### src/rtl/elevator_call_panel_if.sv
// Target-offer handshake between the call panel and the elevator controller.
//   req_valid : panel offers req_floor as the next target
//   req_ready : elevator accepts the offered target
//   req_floor : offered target floor, binary
// master = call panel, slave = elevator controller.
interface elevator_call_panel_if;
  logic       req_valid;
  logic       req_ready;
  logic [2:0] req_floor;

  modport master (output req_valid, output req_floor, input req_ready);
  modport slave  (input req_valid, input req_floor, output req_ready);
endinterface

### src/rtl/elevator_call_panel.sv
// Elevator call panel: latches hall-call buttons into pending lamps, picks the
// next target floor with a sweep (elevator) policy and offers it to the car
// controller over a valid/ready handshake.
//
// Ports
//   clk          sole clock, rising edge
//   reset        asynchronous, active-low
//   btn          level call buttons, bit i = floor i
//   car_floor    current car floor, binary 0-4
//   car_stopped  car stopped at car_floor with doors open
//   req          target handshake (master side: req_valid, req_floor out; req_ready in)
//   pending      latched outstanding calls (lamp drive)
//   dir_up       current sweep direction, 1 = up
//   timeout      one-cycle watchdog pulse
//
// Build option: define REQ_TIMEOUT_EN to add the WAIT_ARRIVE watchdog
// (TIMEOUT_CYCLES clocks). Without it, timeout is tied low and the panel
// waits for arrival indefinitely.
//
// state       | meaning
// ------------+---------------------------------------------------------
// IDLE        | no target outstanding; picks one as soon as a call pends
// OFFER       | req_valid high, waiting for req_ready
// WAIT_ARRIVE | target accepted, waiting for the car to stop there
module elevator_call_panel #(
  parameter int NUM_FLOORS     = 5,
  parameter int TIMEOUT_CYCLES = 255
) (
  input  logic                  clk,
  input  logic                  reset,
  input  logic [NUM_FLOORS-1:0] btn,
  input  logic [2:0]            car_floor,
  input  logic                  car_stopped,
  elevator_call_panel_if.master req,
  output logic [NUM_FLOORS-1:0] pending,
  output logic                  dir_up,
  output logic                  timeout
);

  typedef enum logic [1:0] {IDLE, OFFER, WAIT_ARRIVE} state_t;

  state_t                state, state_nxt;
  logic [NUM_FLOORS-1:0] btn_q, btn_rise, clr_mask;
  logic                  btn_armed;
  logic                  here_hit, above_hit, below_hit;
  logic [2:0]            above_idx, below_idx;
  logic [2:0]            sel_floor, req_floor_r;
  logic                  sel_dir_up;
  logic                  tgt_pending, arrived, offer_take;
  logic                  wd_done;

  // btn_armed stays low for the first clock after reset so buttons held
  // through reset only load btn_q and never register as new presses.
  assign btn_rise = btn_armed ? (btn & ~btn_q) : '0;

  // Per-floor decode: stop-clear mask, and pending calls at / above / below
  // the car. Ascending scan: first hit above is the lowest, last hit below
  // is the highest.
  always_comb begin
    clr_mask    = '0;
    here_hit    = 1'b0;
    above_hit   = 1'b0;
    below_hit   = 1'b0;
    above_idx   = '0;
    below_idx   = '0;
    tgt_pending = 1'b0;
    for (int i = 0; i < NUM_FLOORS; i++) begin
      if (car_stopped && car_floor == i[2:0]) clr_mask[i] = 1'b1;
      if (pending[i] && car_floor == i[2:0]) here_hit = 1'b1;
      if (pending[i] && req_floor_r == i[2:0]) tgt_pending = 1'b1;
      if (pending[i] && i[2:0] > car_floor && !above_hit) begin
        above_hit = 1'b1;
        above_idx = i[2:0];
      end
      if (pending[i] && i[2:0] < car_floor) begin
        below_hit = 1'b1;
        below_idx = i[2:0];
      end
    end
  end

  // Target selection; reverses the sweep when nothing lies ahead.
  always_comb begin
    sel_floor  = req_floor_r;
    sel_dir_up = dir_up;
    if (here_hit) begin
      sel_floor = car_floor;
    end else if (dir_up) begin
      if (above_hit) begin
        sel_floor = above_idx;
      end else begin
        sel_dir_up = 1'b0;
        sel_floor  = below_idx;
      end
    end else begin
      if (below_hit) begin
        sel_floor = below_idx;
      end else begin
        sel_dir_up = 1'b1;
        sel_floor  = above_idx;
      end
    end
  end

  assign arrived    = car_stopped && (car_floor == req_floor_r);
  assign offer_take = (state == OFFER) && tgt_pending && req.req_ready;

  // Call latches; a stop clears its floor even if pressed in the same clock.
  always_ff @(posedge clk or negedge reset) begin
    if (!reset) begin
      btn_q     <= '0;
      btn_armed <= 1'b0;
      pending   <= '0;
    end else begin
      btn_q     <= btn;
      btn_armed <= 1'b1;
      pending   <= (pending | btn_rise) & ~clr_mask;
    end
  end

  // Target and sweep direction are only updated when leaving IDLE.
  always_ff @(posedge clk or negedge reset) begin
    if (!reset) begin
      req_floor_r <= '0;
      dir_up      <= 1'b1;
    end else if (state == IDLE && pending != '0) begin
      req_floor_r <= sel_floor;
      dir_up      <= sel_dir_up;
    end
  end

`ifdef REQ_TIMEOUT_EN
  localparam int WD_W = $clog2(TIMEOUT_CYCLES + 1);
  logic [WD_W-1:0] watchdog;

  // Down-counter loaded on acceptance; terminal count on the
  // TIMEOUT_CYCLES-th clock spent in WAIT_ARRIVE.
  always_ff @(posedge clk or negedge reset) begin
    if (!reset) begin
      watchdog <= '0;
    end else if (offer_take) begin
      watchdog <= WD_W'(TIMEOUT_CYCLES - 1);
    end else if (state == WAIT_ARRIVE && watchdog != '0) begin
      watchdog <= watchdog - 1'b1;
    end
  end

  assign wd_done = (watchdog == '0);
`else
  assign wd_done = 1'b0;
`endif

  // State register
  always_ff @(posedge clk or negedge reset) begin
    if (!reset) state <= IDLE;
    else        state <= state_nxt;
  end

  // Next-state logic
  always_comb begin
    state_nxt = state;
    case (state)
      IDLE:        if (pending != '0) state_nxt = OFFER;
      OFFER: begin
        // Call served elsewhere before acceptance: withdraw the offer.
        if (!tgt_pending)    state_nxt = IDLE;
        else if (offer_take) state_nxt = WAIT_ARRIVE;
      end
      WAIT_ARRIVE: begin
        // On watchdog expiry pending[req_floor] is still set, so the
        // target gets offered again from IDLE.
        if (arrived)      state_nxt = IDLE;
        else if (wd_done) state_nxt = IDLE;
      end
      default:            state_nxt = IDLE;
    endcase
  end

  // Outputs
  always_comb begin
    req.req_valid = (state == OFFER) && tgt_pending;
    timeout       = (state == WAIT_ARRIVE) && !arrived && wd_done;
  end

  assign req.req_floor = req_floor_r;

endmodule

### src/flat_wrapper.sv
// flat-port wrapper written by rule: the top's interface ports become plain ports
module elevator_call_panel_flat 
#(
  parameter int NUM_FLOORS     = 5,
  parameter int TIMEOUT_CYCLES = 255
)
  (clk, reset, btn, car_floor, car_stopped, pending, dir_up, timeout, req_req_valid, req_req_floor, req_req_ready);
  elevator_call_panel_if req_i ();
  input  logic clk;
  input  logic reset;
  input  logic [NUM_FLOORS-1:0] btn;
  input  logic [2:0] car_floor;
  input  logic car_stopped;
  output logic [NUM_FLOORS-1:0] pending;
  output logic dir_up;
  output logic timeout;
  output wire logic [$bits(req_i.req_valid)-1:0] req_req_valid;
  output wire logic [$bits(req_i.req_floor)-1:0] req_req_floor;
  input wire logic [$bits(req_i.req_ready)-1:0] req_req_ready;
  assign req_req_valid = req_i.req_valid;
  assign req_req_floor = req_i.req_floor;
  assign req_i.req_ready = req_req_ready;
  elevator_call_panel #(.NUM_FLOORS(NUM_FLOORS), .TIMEOUT_CYCLES(TIMEOUT_CYCLES)) u_core (.clk(clk), .reset(reset), .btn(btn), .car_floor(car_floor), .car_stopped(car_stopped), .req(req_i), .pending(pending), .dir_up(dir_up), .timeout(timeout));
endmodule
### config.mk
export PLATFORM = sky130hd
export DESIGN_NAME = elevator_call_panel_flat
export DESIGN_NICKNAME = d
export VERILOG_FILES = /design/src/rtl/elevator_call_panel_if.sv /design/src/rtl/elevator_call_panel.sv /design/src/flat_wrapper.sv
export SDC_FILE = /design/constraint.sdc
export NUM_CORES = 1
export LEC_CHECK = 0
export BUFFER_PORTS_ARGS = -buffer_cell sky130_fd_sc_hd__buf_2
export CAP_MARGIN = 20
export CELL_PAD_IN_SITES_DETAIL_PLACEMENT = 1
export CELL_PAD_IN_SITES_GLOBAL_PLACEMENT = 2
export CORE_UTILIZATION = 32
export DETAILED_ROUTE_END_ITERATION = 12
export GPL_ROUTABILITY_DRIVEN = 1
export PLACE_DENSITY_LB_ADDON = 0.25
export SETUP_SLACK_MARGIN = 0.15
export SLEW_MARGIN = 20
export SYNTH_ARGS = -nofsm -noshare
export SYNTH_HDL_FRONTEND = slang
export SYNTH_SLANG_ARGS = --single-unit
export TNS_END_PERCENT = 100
### constraint.sdc
create_clock -name clk -period 2.2 [get_ports clk]
set_input_delay 0 -clock clk [delete_from_list [all_inputs] [get_ports clk]]
set_output_delay 0 -clock clk [all_outputs]
set_load 0.03 [all_outputs]
## Word-level counts from Yosys, hierarchy flattened

Cells that the tools add are included.

- Bits in registers: 17
- Bits of input ports: 12
- Output and inout port bits: 11
- Word-level logic and storage cells: 125

- Magnitude comparators: 10
- Equal/unequal tests: 14
- Mux-type cells: 46
- Bitwise gates (word level): 6
- Reductions and logical operators: 43

Operators with widths:

| cell | number |
|---|---|
| $logic_and A1 B1 Y1 | 33 |
| $mux W1 | 30 |
| $mux W3 | 6 |
| $mux W2 | 8 |
| $eq A3 B2 Y1 const B | 4 |
| $and A5 B5 Y5 | 2 |
| $not A5 Y5 | 2 |
| $eq A3 B1 Y1 const B | 2 |
| $eq A3 B3 Y1 const B | 2 |
| $gt A1 B3 Y1 const A | 2 |
| $gt A2 B3 Y1 const A | 2 |
| $logic_not A3 Y1 | 2 |
| $lt A1 B3 Y1 const A | 2 |
| $lt A2 B3 Y1 const A | 2 |
| $pmux W2 S3 | 1 |
| $mux W5 | 1 |
| $or A5 B5 Y5 | 1 |
| $reduce_bool A5 Y1 | 1 |
| $logic_not A1 Y1 | 4 |
| $eq A3 B3 Y1 | 1 |
| $gt A3 B3 Y1 const A | 1 |
| $lt A3 B3 Y1 const A | 1 |
| $ne A3 B3 Y1 const B | 1 |
| $reduce_and A3 Y1 | 1 |
| other kinds (7) | 7 |

## Depth between registers and ports, before layout

- Word-level depth: 18
- Gate-level depth with buffers: 7
- Gate-level depth less buffers: 5

## Worst setup path after synthesis

OpenSTA, ideal clock, no wires.

- Path kind: reg-to-reg
- Start point: reg u_core.pending[1]
- End point: reg u_core.state[1]
- Setup time: 72 ps
- Arrival time: 2064 ps
- Required time: 2128 ps
- Path slack: 64 ps
- Stages on the path, launching flop included: 7
- Buffers on the path: 1
- Period minus slack after synthesis: 2136 ps
- Cells stage by stage: dfrtp_1 > buf_2 > mux4_2 > nor2b_1 > a31oi_1 > nor3_1 > a32o_1

- Cells in the longest elaborated chain, start to end: 9
- Elaborated cells between the ends (all ways): 13
- Classes of those cells: 2 x eq/ne; 6 x mux; 5 x reduce/logical

RTL lines:

| what | line | text |
|---|---|---|
| start, declared | elevator_call_panel.sv:35 | `output logic [NUM_FLOORS-1:0] pending,` |
| start signal, assigned | elevator_call_panel.sv:117 | `pending <= (pending \| btn_rise) & ~clr_mask;` |
| $logic_and A1 B1 Y1 | elevator_call_panel.sv:70 | `if (pending[i] && req_floor_r == i[2:0]) tgt_pending = 1'b1;` |
| $mux W1 (4 in a row) | elevator_call_panel.sv:70 |  |
| $logic_and A1 B1 Y1 | -- |  |
| named net req_req_valid | flat_wrapper.sv:17 | `output wire logic [$bits(req_i.req_valid)-1:0] req_req_valid;` |
| $logic_and A1 B1 Y1 | elevator_call_panel.sv:106 | `assign offer_take = (state == OFFER) && tgt_pending && req.req_ready;` |
| $ne A3 B3 Y1 (no source line) | -- |  |
| $reduce_and A3 Y1 (no source line) | -- |  |
| end signal, assigned | elevator_call_panel.sv:156 | `else state <= state_nxt;` |
| end, declared | elevator_call_panel.sv:42 | `state_t state, state_nxt;` |

The timed path passes the listed nets, and every way through them passes these cells.
A chain may end at the register's enable or synchronous reset.

## Final worst setup path

- Start point: reg u_core.pending[1]
- End point: out req_req_valid

- Cells in the longest elaborated chain, start to end: 6

RTL lines:

| what | line | text |
|---|---|---|
| $logic_and A1 B1 Y1 | elevator_call_panel.sv:70 |  |
| $mux W1 (4 in a row) | elevator_call_panel.sv:70 |  |
| $logic_and A1 B1 Y1 | elevator_call_panel.sv:181 | `req.req_valid = (state == OFFER) && tgt_pending;` |
| end, declared | flat_wrapper.sv:17 |  |

No other way between the ends.

==> flow_summary.json <==
{
  "ys_seq_area_frac": 0.400,
  "crit_path_max_fanout": 11,
  "tns_ps": 0,
  "synth_ff_type": "dfrtp_1",
  "setup_slack_ps": 266,
  "antenna_found_initial": 0,
  "grt_max_degree": 19,
  "ys_types": 48,
  "drt_wl_total_um": 2870,
  "synth_edf_count": 0,
  "grt_pass1_vias": 985,
  "area_growth_pct": 23.6,
  "place_congestion": 0.784,
  "synthSimpleGateAreaFrac": 0.157,
  "dp_hpwl_um": 2140,
  "post_drt_wl_per_cell_um": 15.5,
  "drtPass1Iterations": 4,
  "clk_pin_slew_ps": 110,
  "postRouteAntennaNets": 0,
  "synthXorXnorAreaFrac": 0.0246,
  "synthMuxAreaShare": 0.0410,
  "critPathBufInv": 2,
  "finalClockSkew_ps": 7.00,
  "first_iter_violations": 15,
  "maxCapViolations": 0,
  "status": "finished, final reports clean",
  "whs_ps": 95.4,
  "synth.most_common_cell": "dfrtp_1",
  "cts.sinks": 17,
  "hold_path_class": "in2reg",
  "cts_max_level": 1,
  "num_antenna_cells": 0,
  "cp.arrival_ps": 1930,
  "fmax_mhz": 517,
  "setup_viol": 0,
  "yosys.area.top_type_share": 0.375,
  "ys_ff_latch": 17,
  "dieHeight_um": 59.8,
  "core_area_um2": 3100,
  "die_x_um": 59.8,
  "syn_avg_cell_area_um2": 9.36,
  "cpPeakStageDelay_ps": 460,
  "hold_viol": 0,
  "peakVddDrop_v": 0.000372,
  "worst_pin_slew_ps": 524,
  "die_area_um2": 3570,
  "cp_cell_sequence": "buf_4 > mux4_2 > nor2b_1 > a31oi_2 > nor3_2 > buf_2",
  "drc": 0,
  "clock-root-buffer": "clkbuf_4",
  "cts_setup_buffers": 0,
  "cpMaxStageDelayCell": "mux4_2",
  "initial_core_util": 0.344,
  "grt.total_usage": 0.175,
  "drv_slew": 0,
  "grt_pass1_wl_um": 4600,
  "cts_buffers": 3,
  "drive_gt1_frac": 0.270,
  "port_buffers": 21,
  "final.period_utilization": 0.879,
  "synth_commonest_cells": "dfrtp_1, nor2_1, a21oi_1, a31oi_1, inv_1",
  "cts_buffer_depth": 2,
  "vias_per_cell": 5.36,
  "max-slew-margin-rel": 0.645,
  "nets": 154,
  "crit_family": "multiplexers",
  "synth.top_cells.by_area": "dfrtp_1, a31oi_1, a21oi_1",
  "synth_fa_ha_area_frac": 0,
  "critPathCaptureType": "primary output",
  "synth_cells": 114,
  "fin_crit_ps": 1930,
  "power.leakage_nw": 0.553,
  "worstSetupStartpointType": "register",
  "yosysWarnings": 0,
  "rsz0062_at_grt": "no",
  "synth_top_family_by_area": "compound AO/OA/AOI/OAI gates",
  "clk_latency_ps": 310,
  "rows": 20,
  "power_density_nw_per_um2": 1010,
  "cts_tree": "built",
  "post-place-ws_ps": 308,
  "critPathRequiredTime_ps": 2200,
  "synth_compound_area_frac": 0.297,
  "syn_area_um2": 1070,
  "syn_nets": 126,
  "gr-total-overflow": 0,
  "synth.largest_area_cell": "dfrtp_1",
  "crit_type": "reg2out",
  "vias": 992,
  "postSynth.asyncResetShare": 1.00,
  "io_pins": 23
}
-- cell type report --
type | instances | area [µm²]
tap | 44 | 55.1
sequential | 17 | 427
clock buffer | 3 | 22.5
fill | 381 | 1780
clock inverter | 1 | 7.51
inverter | 9 | 33.8
multi-input combinational | 80 | 573
timing repair buffer | 31 | 200
-- worst paths after layout --
path,startpoint,endpoint,slack (ps),cells past startpoint
setup / recovery,u_core.pending[1],req_req_valid,270,6
hold / removal,car_floor[2],u_core.pending[4],100,2
setup reg to reg,u_core.pending[0],u_core.req.req_floor[1],290,5
hold reg to reg,u_core.btn_q[3],u_core.pending[3],500,2
max in group asynchronous,reset,u_core.dir_up,1740,2
min in group asynchronous,reset,u_core.pending[4],130,2
-- cells by family (layout without fill, tap and decap cells) --
family,after synthesis,count (layout)
xor+xnor,3,3
mux,3,3
flops,17,17
compound gates,41,41
simple gates,31,31
other cells,2,2
buf+inv,17,44
-- cells in the final DEF, fill, tap and decap left out, types with 2 or more instances in the layout --
cell type,count
buf_2,21
dfrtp_1,16
nor2_1,10
inv_1,8
a21oi_1,8
dlygate4sd3_1,8
a31oi_1,7
nor2b_1,3
o21ai_0,3
a32o_1,3
xnor2_1,3
clkbuf_4,3
nand3b_1,2
nor3_1,2
o21ai_1,2
nand2b_1,2
o2bb2ai_1,2
nand2_1,2
nand3_1,2
conb_1,2
buf_4,2
-- report_power, final --
part | leakage, nW | internal (W) | total (W) | switching, W
Combinational | 0.341 | 0.000267 | 0.000649 | 0.000382
Clock | 0.0139 | 0.0000695 | 0.000182 | 0.000112
Sequential | 0.199 | 0.000392 | 0.000507 | 0.000115
-- flip-flops by register name, indices dropped and copies added, names as in the netlist --
register,flops
u_core.pending,5
u_core.btn_armed,1
u_core.btn_q,5
u_core.dir_up,1
u_core.req.req_floor,3
u_core.state,2
-- stage by stage --
step	power [W]	util	cells	cell area (µm²)
floorplan	0.000973	-	114	1070
global placement	0.00113	0.388	173	1200
detailed placement	0.00115	0.388	173	1200
CTS	0.00135	0.423	185	1310
global route	0.00143	0.425	185	1320
finish	0.00134	0.425	185	1320
-- what timing repair did --
| action | 4_1_cts | 5_1_grt |
|---|---|---|
| gates resized for setup | 0 | 1 |
| hold endpoints to repair | 27 | 0 |
| hold buffers | 8 | 0 |
| endpoints found under the setup margin | 0 | 1 |
-- layer usage --
layer,share of wire,up-vias,track usage
met5,0,-,0
met4,0.013,0,0.0498
met3,0.031,4,0.0390
met2,0.50,16,0.314
met1,0.45,491,0.207
li1,-,481,-
Power figures use the tool's default switching activity.
